**config.mk**
```make
export PLATFORM = sky130hd
export DESIGN_NAME = uart_tx_arbiter
export DESIGN_NICKNAME = d
export VERILOG_FILES = /design/src/rtl/uart_tx_arbiter.sv
export SDC_FILE = /design/constraint.sdc
export NUM_CORES = 1
export LEC_CHECK = 0
export BUFFER_PORTS_ARGS = -buffer_cell sky130_fd_sc_hd__buf_2
export CAP_MARGIN = 20
export CORE_MARGIN = 2
export CORE_UTILIZATION = 25
export DETAILED_ROUTE_END_ITERATION = 7
export PLACE_DENSITY = 0.43
export SETUP_SLACK_MARGIN = 0.5
export SLEW_MARGIN = 20
export SYNTH_ARGS = -nofsm -noshare
export SYNTH_HDL_FRONTEND = slang
export SYNTH_SLANG_ARGS = --single-unit
export TNS_END_PERCENT = 5
```
**constraint.sdc**
```tcl
create_clock -name clk -period 2.2 [get_ports clk]
set_input_delay 0.44 -clock clk [delete_from_list [all_inputs] [get_ports clk]]
set_output_delay 0.44 -clock clk [all_outputs]
set_load 0.05 [all_outputs]
```
**src/rtl/uart_tx_arbiter.sv**
```systemverilog
// Round-robin arbiter sharing one UART transmitter among NUM_REQ byte sources.
// A start watchdog drops the byte if the transmitter never reports busy.
module uart_tx_arbiter #(
  parameter int NUM_REQ       = 2,
  parameter int START_TIMEOUT = 16
) (
  input  logic                       clk,
  input  logic                       rst_n,
  input  logic [NUM_REQ-1:0]         req_valid,
  input  logic [8*NUM_REQ-1:0]       req_data,
  output logic [NUM_REQ-1:0]         req_ready,
  output logic                       uart_transmit,
  output logic [7:0]                 uart_tx_byte,
  input  logic                       uart_is_transmitting,
  output logic                       busy,
  output logic [$clog2(NUM_REQ)-1:0] grant_id,
  output logic                       tx_timeout
);
  localparam int IDW = $clog2(NUM_REQ);
  localparam logic [IDW-1:0] LAST_RST    = IDW'(NUM_REQ - 1);
  localparam logic [7:0]     TIMEOUT_CNT = 8'(START_TIMEOUT);
  localparam logic [NUM_REQ-1:0] ONE_HOT0 = {{(NUM_REQ-1){1'b0}}, 1'b1};

  typedef enum logic [1:0] {
    IDLE       = 2'd0,
    STROBE     = 2'd1,
    WAIT_START = 2'd2,
    WAIT_DONE  = 2'd3
  } state_t;

  state_t             state_r, state_nx;
  logic [IDW-1:0]     last_r, last_nx;
  logic [IDW-1:0]     grant_r, grant_nx;
  logic [IDW-1:0]     win_s;
  logic [7:0]         cnt_r, cnt_nx, cnt_inc_s;
  logic [7:0]         byte_r, byte_nx;
  logic               transmit_r, transmit_nx;
  logic               timeout_r, timeout_nx;
  logic               busy_r;
  logic               grant_ok_s;
  logic [NUM_REQ-1:0] ready_s;
  logic [7:0]         data_a [NUM_REQ];

  // (base + k) mod NUM_REQ for 1 <= k <= NUM_REQ, so one subtraction suffices
  function automatic logic [IDW-1:0] rr_idx(input logic [IDW-1:0] base, input int k);
    int s;
    s = int'(base) + k;
    if (s >= NUM_REQ) begin
      s = s - NUM_REQ;
    end else begin
      s = s;
    end
    return IDW'(s);
  endfunction

  for (genvar g = 0; g < NUM_REQ; g++) begin : g_data
    assign data_a[g] = req_data[8*g +: 8];
  end

  // Winner search: scanning from lowest to highest priority lets the last hit win
  always_comb begin
    win_s = last_r;
    for (int k = NUM_REQ; k >= 1; k--) begin
      if (req_valid[rr_idx(last_r, k)]) begin
        win_s = rr_idx(last_r, k);
      end else begin
        win_s = win_s;
      end
    end
  end

  assign grant_ok_s = (state_r == IDLE) && !uart_is_transmitting && (|req_valid);
  assign ready_s    = grant_ok_s ? (ONE_HOT0 << win_s) : {NUM_REQ{1'b0}};
  assign req_ready  = rst_n ? ready_s : {NUM_REQ{1'b0}};
  assign cnt_inc_s  = cnt_r + 8'd1;

  // Next-state and next-register-value logic
  always_comb begin
    state_nx    = state_r;
    last_nx     = last_r;
    grant_nx    = grant_r;
    byte_nx     = byte_r;
    cnt_nx      = cnt_r;
    transmit_nx = 1'b0;
    timeout_nx  = 1'b0;
    case (state_r)
      IDLE: begin
        if (grant_ok_s) begin
          byte_nx     = data_a[win_s];
          last_nx     = win_s;
          grant_nx    = win_s;
          transmit_nx = 1'b1;
          state_nx    = STROBE;
        end else begin
          state_nx = IDLE;
        end
      end
      STROBE: begin
        cnt_nx   = 8'd0;
        state_nx = WAIT_START;
      end
      WAIT_START: begin
        if (uart_is_transmitting) begin
          state_nx = WAIT_DONE;
        end else if (cnt_inc_s == TIMEOUT_CNT) begin
          cnt_nx     = cnt_inc_s;
          timeout_nx = 1'b1;
          state_nx   = IDLE;
        end else begin
          cnt_nx = cnt_inc_s;
        end
      end
      WAIT_DONE: begin
        if (!uart_is_transmitting) begin
          state_nx = IDLE;
        end else begin
          state_nx = WAIT_DONE;
        end
      end
      default: begin
        state_nx = IDLE;
      end
    endcase
  end

  // State and registered outputs
  always_ff @(posedge clk or negedge rst_n) begin
    if (!rst_n) begin
      state_r    <= IDLE;
      last_r     <= LAST_RST;
      grant_r    <= {IDW{1'b0}};
      byte_r     <= 8'h00;
      cnt_r      <= 8'd0;
      transmit_r <= 1'b0;
      timeout_r  <= 1'b0;
      busy_r     <= 1'b0;
    end else begin
      state_r    <= state_nx;
      last_r     <= last_nx;
      grant_r    <= grant_nx;
      byte_r     <= byte_nx;
      cnt_r      <= cnt_nx;
      transmit_r <= transmit_nx;
      timeout_r  <= timeout_nx;
      busy_r     <= (state_nx != IDLE);
    end
  end

  assign uart_transmit = transmit_r;
  assign uart_tx_byte  = byte_r;
  assign grant_id      = grant_r;
  assign tx_timeout    = timeout_r;
  assign busy          = busy_r;

endmodule

```
==> summary.md <==
| Metric | Value |
|---|---|
| Hold WS | about 0.26 ns |
| Post-Syn Area per Cell | 9.285 µm² |
| Post-Layout Cell Count | between 200 and 250 |
| Critical Path Max Stage Delay | ~0.53 ns |
| Total number of vias | about 1100 |
| Buf/Inv on CP | 2 |
| Antenna fix cells | 0 |
| Placed cell count | around 210 |
| CTS tree | done |
| Later-pin clock latency in the skew report | around 0.26 ns |
| Net count of the finished layout | 185 |
| Root Driver | clkbuf_8 |
| Rows | 24 |
| Largest net degree at the start of global routing | 24 |
| Combinational power share | roughly half |
| Final GP Congestion | about 0.76 |
| DIE WIDTH | between 70 and 80 µm |
| Final setup viols | 0 |
| Synthesized area | roughly 0.0012 mm² |
| CORE AREA | 0.004444 mm² |
| Max Slew Vio Count | 0 |
| Main synth FF type | dfrtp_1 |
| DRT Pass-1 Iters | 4 |
| Crit path kind | register to primary output |
| Vias per inst | roughly 5.0 |
| Clock Skew | approximately 0.0011 ns |
| Storage element area | between 500 and 600 µm² |
| Number of DRC markers in iteration 0 | 22 |
| Critical path endpoint category | primary output |
| Maximum fanout along the worst path | 4 |
| PD cells | around 1200 mW/mm² |
| Max Cap Viol | 0 |
| Post-synthesis sequential area ratio | 49.30% |
| Clock Tree Buf Depth | 2 |
| Internal power | just under 1 mW |
| Post-synth cell types | 29 |
| Die Ht | about 72 µm |
| Arr. time, crit path | 1.60 ns |
| Slew @ Worst Pin | just over 0.4 ns |
| # fillers | approximately 470 |
| Sw power | around 0.90 mW |
| Dpl cell area | 0.001434 mm² |
| Final Hold Vio Count | 0 |
| Critical-path top delay cell | or4_4 |
| Synth async-reset ratio | between 90% and 100% |
| Cell count after synthesis | ~130 |
| Largest cells by area after synthesis | dfrtp_1 47%, mux2i_1 7.7%, o21ai_0 7.3% |
| Initial Util | around a quarter |
| Hold WC Path Type | input port to async pin |
| Post-DP HPWL | 2076 µm |
| P_leak | 0.7007 nW |
| Multi-input gate area | approximately 560 µm² |
| Port bufs | 34 |
| Design area | 0.001511 mm² |
| Switching fraction of total power | 48.14% |
| Area delta synth->final | 29.20% |
| Per-cell routed wire length | around 13 µm |
| Layout cells sized above 1 | around a third |
| CP top delay family | simple AND/OR/NAND/NOR gates |
| Commonest cells in the netlist | 22 x dfrtp_1, 19 x nand2_1, 17 x o21ai_0, 9 x clkbuf_1, 9 x mux2i_1 |
| GRT Overall Usage | 11.33% |
| Final worst slack | approximately 0.16 ns |
| Final ANT Viol Nets | 0 |
| Core Util, Final | 34.01% |
| Fin crit period | slightly above 2 ns |
| Global-route wire length before repair | approximately 4700 µm |
| CTS Buf Count | 3 |
| Peak VDD IR | 0.5279 mV |
| Remaining DRCs | 0 |
| CP Cell Sequence | or4_4 > inv_4 > and3_4 > buf_8 |
| Net Count, Synth | between 100 and 150 |
| Sequential Power Share | between 30% and 40% |
| Reg clk slew, reported paths | roughly 0.080 ns |
| Number of clock sinks | 23 |
| Crit share post-route | about 93% |
| Synthesized flop and latch total | 23 |
| Initial antenna violation count | 0 |
| RSZ-0062 raised after global routing | yes |
| Die area | roughly 0.0052 mm² |
| Io pins | 35 |
| Pre-CTS setup slack | 0.1753 ns |
| Status | finished clean |
| Most common cell in the netlist | dfrtp_1 |
| Critical Path RT | 1.76 ns |
| H-tree levels | 1 |
| Vias in the first global route | just over 1000 |
| Flop-to-flop setup slack | ~0.48 ns |
| Total power | between 1.5 and 2 mW |
| Setup TNS Final | 0 ns |
| Area share of the leading cell type in the synthesized netlist | a little under half |
| Total congestion overflow | 0 |
| Cell taking the most area after synthesis | dfrtp_1 |
| Post-synth EDFFs | 0 |
| Startpoint Class | register |
| Ys Warns | 0 |
| FMAX | about 0.49 GHz |
| Hold-fix buffers, CTS | 0 |
| Drt total wl | between 2000 and 3000 µm |
| Clock power share | about 14% |
| Slew margin rel. | 72.32% |
-- timing repair --
action,in CTS,in global routing
gates cloned,0,0
resized for setup,4,1
setup endpoints to repair,5,7
buffers inserted,2,0
pin swaps,1,0
-- registers in the layout, summed over array words and instances, names as in the netlist --
| signal | count |
|---|---|
| cnt_r | 8 |
| uart_tx_byte | 8 |
| tx_timeout | 1 |
| busy | 1 |
| last_r | 1 |
| state_r | 2 |
| uart_transmit | 1 |
| grant_id | 1 |
-- power groups by stage --
stage / registers (mW) / clock network [mW] / logic, mW
floorplan: 0.957 / 0 / 0.417
global placement: 0.654 / 0 / 0.927
detailed placement: 0.658 / 0 / 0.944
CTS: 0.648 / 0.284 / 0.965
global route: 0.670 / 0.300 / 1.03
finish: 0.648 / 0.267 / 0.952
-- kinds of logic (layout without fill, tap and decap cells) --
kind of cell	Yosys count	count (layout)	synth area share, %
AOI/OAI and AO/OA	35	35	18.40
adders and majority gates	1	1	1.069
buffers and inverters	15	51	4.918
DFF	23	23	49.31
muxes	9	9	7.701
and+or+nand+nor	43	43	18.61
-- layout make-up --
cell class	instances	area share, %
sequential	23	38.16
tap	52	4.305
multi-input combinational	88	36.75
inverter	5	1.407
clock buffer	3	2.732
timing repair buffer	42	16.31
clock inverter	1	0.3311
-- worst paths after layout --
path	start	depth (start not counted)	endpoint
setup / recovery	state_r[0]	4	req_ready[0]
hold / removal	rst_n	2	cnt_r[7]
setup reg to reg	cnt_r[0]	4	state_r[1]
hold reg to reg	grant_id	2	grant_id
max in group asynchronous	rst_n	2	last_r
min in group clk	req_data[11]	3	uart_tx_byte[3]
-- metal layers --
layer,vias to the layer above,routed length [µm],GRT usage (%)
li1,531,-,-
met1,504,1237,13.74
met2,21,1347,19.16
met3,4,111,1.944
met4,0,65,5.967
met5,-,0,0
-- layout by cell type (no fill, tap or decap), drive strengths merged, types with 2 or more instances in the layout --
| master | Yosys | routed |
|---|---|---|
| nand2 | 19 | 19 |
| nor3 | 5 | 5 |
| o311ai | 2 | 2 |
| nor4 | 3 | 3 |
| o22ai | 2 | 2 |
| o21ai | 17 | 17 |
| dfrtp | 22 | 22 |
| o211ai | 4 | 4 |
| nand3 | 2 | 2 |
| nand4b | 3 | 3 |
| clkbuf | 9 | 3 |
| and3 | 2 | 2 |
| a21oi | 5 | 5 |
| nor2 | 5 | 5 |
| inv | 5 | 5 |
| mux2i | 9 | 9 |
| buf | 1 | 42 |
Note: power is estimated with default switching activity, not from simulation.
